--- config.mk ---
export PLATFORM = sky130hd
export DESIGN_NAME = ibex_efpga_seq_flat
export DESIGN_NICKNAME = d
export VERILOG_FILES = /design/src/rtl/ibex_efpga_seq_if.sv /design/src/rtl/ibex_efpga_seq.sv /design/src/flat_wrapper.sv
export SDC_FILE = /design/constraint.sdc
export NUM_CORES = 1
export LEC_CHECK = 0
export ABC_CLOCK_PERIOD_IN_PS = 4000
export BUFFER_PORTS_ARGS = -buffer_cell sky130_fd_sc_hd__buf_2
export CAP_MARGIN = 20
export CORE_UTILIZATION = 50
export CTS_CLUSTER_SIZE = 14
export DETAILED_ROUTE_END_ITERATION = 8
export GPL_TIMING_DRIVEN = 0
export HOLD_SLACK_MARGIN = 0.08
export PLACE_DENSITY_LB_ADDON = 0.3
export SYNTH_ARGS = -nofsm -noshare
export SYNTH_HDL_FRONTEND = slang
export SYNTH_SLANG_ARGS = --single-unit
--- constraint.sdc ---
create_clock -name clk -period 4 [get_ports clk]
set_input_delay 1 -clock clk [delete_from_list [all_inputs] [get_ports clk]]
set_output_delay 1 -clock clk [all_outputs]
set_load 0.005 [all_outputs]
--- src/rtl/ibex_efpga_seq_if.sv ---
// Fabric-side bus between the EX-stage eFPGA sequencer and the custom-instruction fabric.
// The sequencer takes the master modport, the fabric (or its model) takes the slave modport.
interface ibex_efpga_seq_if;
  logic        fab_op_valid_o;
  logic [1:0]  fab_optype_o;
  logic [31:0] fab_operand_a_o;
  logic [31:0] fab_operand_b_o;
  logic [31:0] fab_result_a_i;
  logic [31:0] fab_result_b_i;
  logic [31:0] fab_result_c_i;
  logic        fab_done_i;
  logic        fab_abort_o;

  modport master (
    output fab_op_valid_o,
    output fab_optype_o,
    output fab_operand_a_o,
    output fab_operand_b_o,
    input  fab_result_a_i,
    input  fab_result_b_i,
    input  fab_result_c_i,
    input  fab_done_i,
    output fab_abort_o
  );

  modport slave (
    input  fab_op_valid_o,
    input  fab_optype_o,
    input  fab_operand_a_o,
    input  fab_operand_b_o,
    output fab_result_a_i,
    output fab_result_b_i,
    output fab_result_c_i,
    output fab_done_i,
    input  fab_abort_o
  );
endinterface

--- src/rtl/ibex_efpga_seq.sv ---
// Sequencer between the EX stage and the eFPGA fabric: latches an op, launches it, times
// completion (fixed latency or done handshake with timeout), then holds the result for EX.
module ibex_efpga_seq #(
  parameter int unsigned TIMEOUT_CYCLES = 64
) (
  input  logic                   clk,
  input  logic                   rst_n,
  input  logic                   en_i,
  input  logic                   flush_i,
  input  logic [1:0]             optype_i,
  input  logic [31:0]            operand_a_i,
  input  logic [31:0]            operand_b_i,
  input  logic [3:0]             delay_i,
  ibex_efpga_seq_if.master       fab,
  output logic                   ready_o,
  output logic [31:0]            result_o,
  output logic                   busy_o,
  output logic                   timeout_o,
  output logic                   err_o
);

  localparam int unsigned TW = $clog2(TIMEOUT_CYCLES);
  localparam logic [TW-1:0] TCNT_LAST = TW'(TIMEOUT_CYCLES - 1);

  typedef enum logic [1:0] {IDLE, LAUNCH, WAIT, DONE} state_e;

  state_e        state_q, state_d;
  logic [1:0]    optype_q;
  logic [31:0]   operand_a_q;
  logic [31:0]   operand_b_q;
  logic [3:0]    delay_q;
  logic [3:0]    dcnt_q;
  logic [TW-1:0] tcnt_q;
  logic [31:0]   result_q;
  logic          timeout_q;
  logic          err_q;

  logic          start;
  logic          illegal;
  logic          hs_mode;
  logic          capture;
  logic          expire;
  logic [31:0]   result_sel;

  // Event decode; flush masks every transition-causing event.
  always_comb begin
    start   = (state_q == IDLE) && en_i && !flush_i;
    illegal = start && (optype_i == 2'd3);
    hs_mode = (delay_q == 4'hF);
    capture = 1'b0;
    expire  = 1'b0;
    if (!flush_i) begin
      case (state_q)
        LAUNCH: capture = (delay_q == 4'd0);
        WAIT: begin
          if (hs_mode) begin
            capture = fab.fab_done_i;
            expire  = !fab.fab_done_i && (tcnt_q == TCNT_LAST);
          end else begin
            capture = (dcnt_q == 4'd1);
          end
        end
        default: ;
      endcase
    end
    case (optype_q)
      2'd0:    result_sel = fab.fab_result_a_i;
      2'd1:    result_sel = fab.fab_result_b_i;
      default: result_sel = fab.fab_result_c_i;
    endcase
  end

  always_ff @(posedge clk or negedge rst_n) begin
    if (!rst_n) state_q <= IDLE;
    else        state_q <= state_d;
  end

  always_comb begin
    state_d = state_q;
    if (flush_i) begin
      state_d = IDLE;
    end else begin
      case (state_q)
        IDLE:    if (en_i) state_d = illegal ? DONE : LAUNCH;
        LAUNCH:  state_d = (delay_q == 4'd0) ? DONE : WAIT;
        WAIT:    if (capture || expire) state_d = DONE;
        DONE:    state_d = IDLE;
        default: state_d = IDLE;
      endcase
    end
  end

  always_comb begin
    fab.fab_op_valid_o  = (state_q == LAUNCH) && !flush_i;
    fab.fab_abort_o     = flush_i && ((state_q == LAUNCH) || (state_q == WAIT));
    fab.fab_optype_o    = optype_q;
    fab.fab_operand_a_o = operand_a_q;
    fab.fab_operand_b_o = operand_b_q;
    ready_o             = (state_q == IDLE) ? !en_i : (state_q == DONE);
    busy_o              = (state_q != IDLE);
    result_o            = result_q;
    timeout_o           = timeout_q;
    err_o               = err_q;
  end

  // Status flags are set on the edge into DONE and drop on the edge back to IDLE.
  always_ff @(posedge clk or negedge rst_n) begin
    if (!rst_n) begin
      optype_q    <= 2'd0;
      operand_a_q <= 32'd0;
      operand_b_q <= 32'd0;
      delay_q     <= 4'd0;
      dcnt_q      <= 4'd0;
      tcnt_q      <= '0;
      result_q    <= 32'd0;
      timeout_q   <= 1'b0;
      err_q       <= 1'b0;
    end else begin
      timeout_q <= 1'b0;
      err_q     <= 1'b0;
      if (start) begin
        optype_q    <= optype_i;
        operand_a_q <= operand_a_i;
        operand_b_q <= operand_b_i;
        delay_q     <= delay_i;
      end
      if (illegal) begin
        result_q <= 32'd0;
        err_q    <= 1'b1;
      end
      if (state_q == LAUNCH) begin
        dcnt_q <= delay_q;
        tcnt_q <= '0;
      end
      if (state_q == WAIT) begin
        dcnt_q <= dcnt_q - 4'd1;
        tcnt_q <= tcnt_q + 1'b1;
      end
      if (capture) result_q <= result_sel;
      if (expire) begin
        result_q  <= 32'd0;
        timeout_q <= 1'b1;
      end
    end
  end

endmodule

--- src/flat_wrapper.sv ---
// flat-port wrapper written by rule: the top's interface ports become plain ports
module ibex_efpga_seq_flat 
#(
  parameter int unsigned TIMEOUT_CYCLES = 64
)
  (clk, rst_n, en_i, flush_i, optype_i, operand_a_i, operand_b_i, delay_i, ready_o, result_o, busy_o, timeout_o, err_o, fab_fab_op_valid_o, fab_fab_optype_o, fab_fab_operand_a_o, fab_fab_operand_b_o, fab_fab_result_a_i, fab_fab_result_b_i, fab_fab_result_c_i, fab_fab_done_i, fab_fab_abort_o);
  ibex_efpga_seq_if fab_i ();
  input  logic clk;
  input  logic rst_n;
  input  logic en_i;
  input  logic flush_i;
  input  logic [1:0] optype_i;
  input  logic [31:0] operand_a_i;
  input  logic [31:0] operand_b_i;
  input  logic [3:0] delay_i;
  output logic ready_o;
  output logic [31:0] result_o;
  output logic busy_o;
  output logic timeout_o;
  output logic err_o;
  output wire logic [$bits(fab_i.fab_op_valid_o)-1:0] fab_fab_op_valid_o;
  output wire logic [$bits(fab_i.fab_optype_o)-1:0] fab_fab_optype_o;
  output wire logic [$bits(fab_i.fab_operand_a_o)-1:0] fab_fab_operand_a_o;
  output wire logic [$bits(fab_i.fab_operand_b_o)-1:0] fab_fab_operand_b_o;
  input wire logic [$bits(fab_i.fab_result_a_i)-1:0] fab_fab_result_a_i;
  input wire logic [$bits(fab_i.fab_result_b_i)-1:0] fab_fab_result_b_i;
  input wire logic [$bits(fab_i.fab_result_c_i)-1:0] fab_fab_result_c_i;
  input wire logic [$bits(fab_i.fab_done_i)-1:0] fab_fab_done_i;
  output wire logic [$bits(fab_i.fab_abort_o)-1:0] fab_fab_abort_o;
  assign fab_fab_op_valid_o = fab_i.fab_op_valid_o;
  assign fab_fab_optype_o = fab_i.fab_optype_o;
  assign fab_fab_operand_a_o = fab_i.fab_operand_a_o;
  assign fab_fab_operand_b_o = fab_i.fab_operand_b_o;
  assign fab_i.fab_result_a_i = fab_fab_result_a_i;
  assign fab_i.fab_result_b_i = fab_fab_result_b_i;
  assign fab_i.fab_result_c_i = fab_fab_result_c_i;
  assign fab_i.fab_done_i = fab_fab_done_i;
  assign fab_fab_abort_o = fab_i.fab_abort_o;
  ibex_efpga_seq #(.TIMEOUT_CYCLES(TIMEOUT_CYCLES)) u_core (.clk(clk), .rst_n(rst_n), .en_i(en_i), .flush_i(flush_i), .optype_i(optype_i), .operand_a_i(operand_a_i), .operand_b_i(operand_b_i), .delay_i(delay_i), .fab(fab_i), .ready_o(ready_o), .result_o(result_o), .busy_o(busy_o), .timeout_o(timeout_o), .err_o(err_o));
endmodule
## Yosys cells after proc, flatten, opt, wreduce, memory -nomap -nowiden

Cells that the tools add are included.

| word-level totals | value |
|---|---|
| word-level logic and storage cells | 63 |
| bits of input ports | 171 |
| output and inout bits | 104 |
| flip-flop bits (word level) | 116 |

| cells by class | value |
|---|---|
| $add $sub $neg | 2 |
| multiplexer cells | 23 |
| reductions and logical operators | 18 |
| equal/unequal tests | 10 |

Operators with widths:

| kind | count |
|---|---|
| $mux 32 | 3 |
| $pmux 32 s2 | 1 |
| $mux 6 | 2 |
| $mux 1 | 9 |
| $mux 2 | 4 |
| $mux 4 | 2 |
| $pmux 2 s4 | 1 |
| $add 6x1->6 const B | 1 |
| $eq 2x2->1 const B | 3 |
| $eq 6x6->1 const B | 1 |
| $logic_and 1x1->1 | 6 |
| $eq 2x1->1 const B | 2 |
| $eq 4x1->1 const B | 1 |
| $eq 4x4->1 const B | 1 |
| $logic_not 2->1 | 2 |
| $logic_not 4->1 | 1 |
| $reduce_bool 2->1 | 2 |
| $sub 4x1->4 const B | 1 |
| $logic_not 1->1 | 3 |
| $ne 3x2->1 const B | 1 |
| $ne 3x3->1 const B | 1 |
| $reduce_bool 3->1 | 1 |
| $logic_or 1x1->1 | 2 |
| $pmux 1 s2 | 1 |
| $reduce_and 2->1 | 1 |

## Depth between registers and ports, before layout

| depth | value |
|---|---|
| depth in word-level cells | 9 |
| gate-level depth with buffers | 7 |
| gate-level depth less buffers | 6 |

## Worst setup path before layout

OpenSTA, ideal clock, no wires.

| timing | value |
|---|---|
| path kind | reg-to-output |
| from | reg u_core.state_q[0] |
| to | out fab_fab_abort_o |
| cell stages (with the launch flop) | 6 |
| data arrival time | 1.453 ns |
| path buffers | 2 |
| path slack | 1.547 ns |
| data required time | 3.000 ns |
| cells stage by stage | dfrtp_1 -> inv_1 -> ha_1 -> buf_1 -> clkbuf_1 -> and2_1 |

| between the ends | value |
|---|---|
| longest elaborated chain between the ends | 3 |
| elaborated cells on any way between the ends | 4 |
| those cells by class | 2 x eq/ne; 2 x reduce/logical |

RTL lines:

| item | RTL line | source |
|---|---|---|
| start, declared | ibex_efpga_seq.sv:27 | `state_e state_q, state_d;` |
| start signal, assigned | ibex_efpga_seq.sv:75 | `else state_q <= state_d;` |
| $eq 2x1->1 / $eq 2x2->1 (equally long branches) | ibex_efpga_seq.sv:95 | `fab.fab_abort_o = flush_i && ((state_q == LAUNCH) \|\| (state_q == WAIT));` |
| $logic_or 1x1->1 (*) | ibex_efpga_seq.sv:95 |  |
| $logic_and 1x1->1 (*) | ibex_efpga_seq.sv:95 |  |
| end, declared | flat_wrapper.sv:29 | `output wire logic [$bits(fab_i.fab_abort_o)-1:0] fab_fab_abort_o;` |

Every way passes the cells marked *; elsewhere a longest branch is shown, timed or not.

## Final worst setup path

Ends and elaborated chain as after synthesis.

==> impl_metrics.json <==
{
  "status": "finished, final reports clean",
  "crit_fanout": 10,
  "io_pins": 275,
  "dpl.hpwl_um": 11680,
  "slew_headroom": 0.4000,
  "worst_setup_path_end_kind": "output pin",
  "slew_violations": 0,
  "rsz0062_at_grt": "no",
  "cts.sinks": 116,
  "synth_cell_types": 40,
  "grt_max_degree": 71,
  "routed_wl_um": 15470,
  "routedWlPerCell_um": 16.85,
  "whs_endpoint": "u_core.fab.fab_operand_b_o[27]",
  "cts_root_buffer": "clkbuf_8",
  "maxCapViolCount": 0,
  "ir_worst_vdd_mv": 0.5520,
  "synth_seq_area_share": 0.5226,
  "whs_ps": 486.7,
  "ys_seq_elements": 116,
  "p_total_uw": 5837,
  "worstPathArrival_ps": 2320,
  "dr.pass1.iters": 4,
  "reg2reg_depth": 6,
  "p_leak_uw": 0.004159,
  "drcViolationCount": 0,
  "hold_viol_final": 0,
  "drive_gt1_frac": 0.4897,
  "postCtsHoldBufs": 0,
  "clkTransAtPathRegs_ps": 60,
  "antenna_found_initial": 1,
  "synth_edf_count": 0,
  "hold_path.class": "flop to flop",
  "grt_pass1_vias": 4912,
  "tns_ps": 0,
  "grt_pass1_wl_um": 23770,
  "startpoint_type": "flop",
  "path_class": "flop to output pin",
  "die-area_mm2": 0.01153,
  "hp-start": "u_core.fab.fab_operand_b_o[27]",
  "synth_area_mm2": 0.005554,
  "synth_warnings": 0,
  "syn_inst": 471,
  "n_antenna_cell": 0,
  "core.rowCount": 38,
  "cts_resized": 0,
  "vias": 4813,
  "reg2reg_to": "u_core.fab.fab_optype_o[0]",
  "avgSynthCellArea_um2": 11.79,
  "clock_skew_ps": 7.580,
  "tightest_slew_ps": 900.0,
  "grt-ovfl-total": 0,
  "synth-main-ff-cell": "dfrtp_1",
  "async_reset_ff_frac": 1.000,
  "groute.usage.overall": 0.2736,
  "fin_crit_sh": 0.8306,
  "period_needed_ps": 3322,
  "area_growth_pct": 39.29,
  "pre_cts_slack_ps": 1212,
  "fmax_ghz": 0.3010,
  "setup_slack_ps": 677.7,
  "cellPowerDensity_mw_per_mm2": 754.5,
  "die_h_um": 107.4,
  "io_buffers": 274,
  "worstHoldPathCells": 1,
  "r2r_slack_ps": 1990,
  "die_w_um": 107.4,
  "r2r-start": "u_core.state_q[0]",
  "drt.antenna.violating_nets": 0,
  "place_congestion": 0.8065,
  "coreArea_mm2": 0.01084,
  "clkLatencyLatePin_ps": 510,
  "finalSetupViolations": 0,
  "clock_path_buffers": 2,
  "syn-num-nets": 649,
  "cts_tree": "yes",
  "cts_setup_buffers": 0,
  "cts_inserted_buffers": 17,
  "required_ps": 3000,
  "fin_nets": 943,
  "vias_per_cell": 5.243,
  "drtIter0Drc": 229,
  "initial_core_util": 0.5123,
  "fin_util": 0.7136,
  "h-tree-depth": 4
}
## worst max-delay path: stages (launching register included)
cell      delay, ps
dfrtp_1         380
inv_1            90
ha_1            330
buf_1           360
clkbuf_1        370
and2_1          180
buf_2           100
## synthesized netlist by cell type (4+ instances only)
library cell,count,area share
mux2i_1,66,0.12
mux2_1,16,0.032
buf_2,11,0.0099
o21ai_0,8,0.0072
nor2_1,36,0.024
a22o_1,4,0.0063
ha_1,7,0.016
clkbuf_1,16,0.011
nand4_1,4,0.0045
nand2_1,9,0.0061
a21oi_1,36,0.032
inv_1,12,0.0081
mux2_2,55,0.11
nand3_1,39,0.035
dfrtp_1,116,0.52
## sequential cells by signal (all words and copies together) (netlist names)
| signal | flops |
|---|---|
| u_core.tcnt_q | 6 |
| u_core.timeout_o | 1 |
| u_core.delay_q | 4 |
| u_core.state_q | 2 |
| u_core.fab.fab_optype_o | 2 |
| u_core.fab.fab_operand_a_o | 32 |
| u_core.result_o | 32 |
| u_core.err_o | 1 |
| u_core.fab.fab_operand_b_o | 32 |
| u_core.dcnt_q | 4 |
## layer usage
layer  vias up  part of all wire  track usage  wire (µm)
met3        32             0.080      0.08111       1234
met1      2285              0.37       0.3014       5799
met5         -                 0            0          0
li1       2280                 -            -          -
met4         0             0.025       0.1155        385
met2       216              0.52       0.4889       8046
## area by class of cell
class,instances,area (µm²)
plain buffers,32,160.2
multi-input cells,311,2446
inverters,12,45.04
clock inverters,13,171.4
repair buffers,275,1394
flip-flops and latches,116,2903
clock buffers,19,441.7
well taps,140,175.2
fillers,774,3104
## placed cells by master, fill, tap and decap left out, types with 2 or more instances in the layout
master,count
clkinvlp_4,2
nand4bb_1,2
bufinv_16,3
ha_1,7
o21ai_0,8
inv_1,12
nor2b_1,3
mux2i_1,66
clkbuf_1,16
nor2_1,36
mux2_1,16
clkbuf_16,16
o211ai_1,3
a211o_1,2
buf_6,3
nand3_1,39
mux2_2,55
buf_4,2
clkbuf_8,3
o22ai_1,2
a21oi_1,36
dfrtp_1,116
a22o_1,4
clkinv_4,3
nand4_1,4
nor3_1,2
a31oi_1,2
nand2_1,9
inv_6,4
buf_2,284
## worst max path at each step
stage                            from  depth (start not counted)                              to
global placement                rst_n                          1  u_core.fab.fab_operand_b_o[28]
detailed placement  u_core.state_q[0]                          6                 fab_fab_abort_o
global route        u_core.state_q[0]                          6                 fab_fab_abort_o
CTS                 u_core.state_q[0]                          6                 fab_fab_abort_o
finish              u_core.state_q[0]                          6                 fab_fab_abort_o
floorplan           u_core.state_q[0]                          5                 fab_fab_abort_o
## through the flow
stage	instance area [µm²]	std cells
2_1_floorplan	5554	471
3_3_place_gp	7101	885
3_5_place_dp	7123	886
4_1_cts	7736	918
5_1_grt	7736	918
6_report	7736	918
## kinds of logic (layout without fill, tap and decap cells)
| family | count (synthesis) | count (layout) | share of synthesized area |
|---|---|---|---|
| AOI/OAI and AO/OA | 62 | 62 | 0.06781 |
| adders and majority gates | 7 | 7 | 0.01577 |
| buffers and inverters | 44 | 351 | 0.03694 |
| DFF | 116 | 116 | 0.5226 |
| muxes | 137 | 137 | 0.2629 |
| and+or+nand+nor | 105 | 105 | 0.09394 |
## where the power goes
part / internal [µW] / leakage, µW / total (µW) / switching [µW]
clock network: 991 / 0.000296 / 1540 / 551
logic: 1110 / 0.00241 / 2260 / 1150
registers: 1720 / 0.00145 / 2040 / 320
Note: power is estimated with default switching activity, not from simulation.
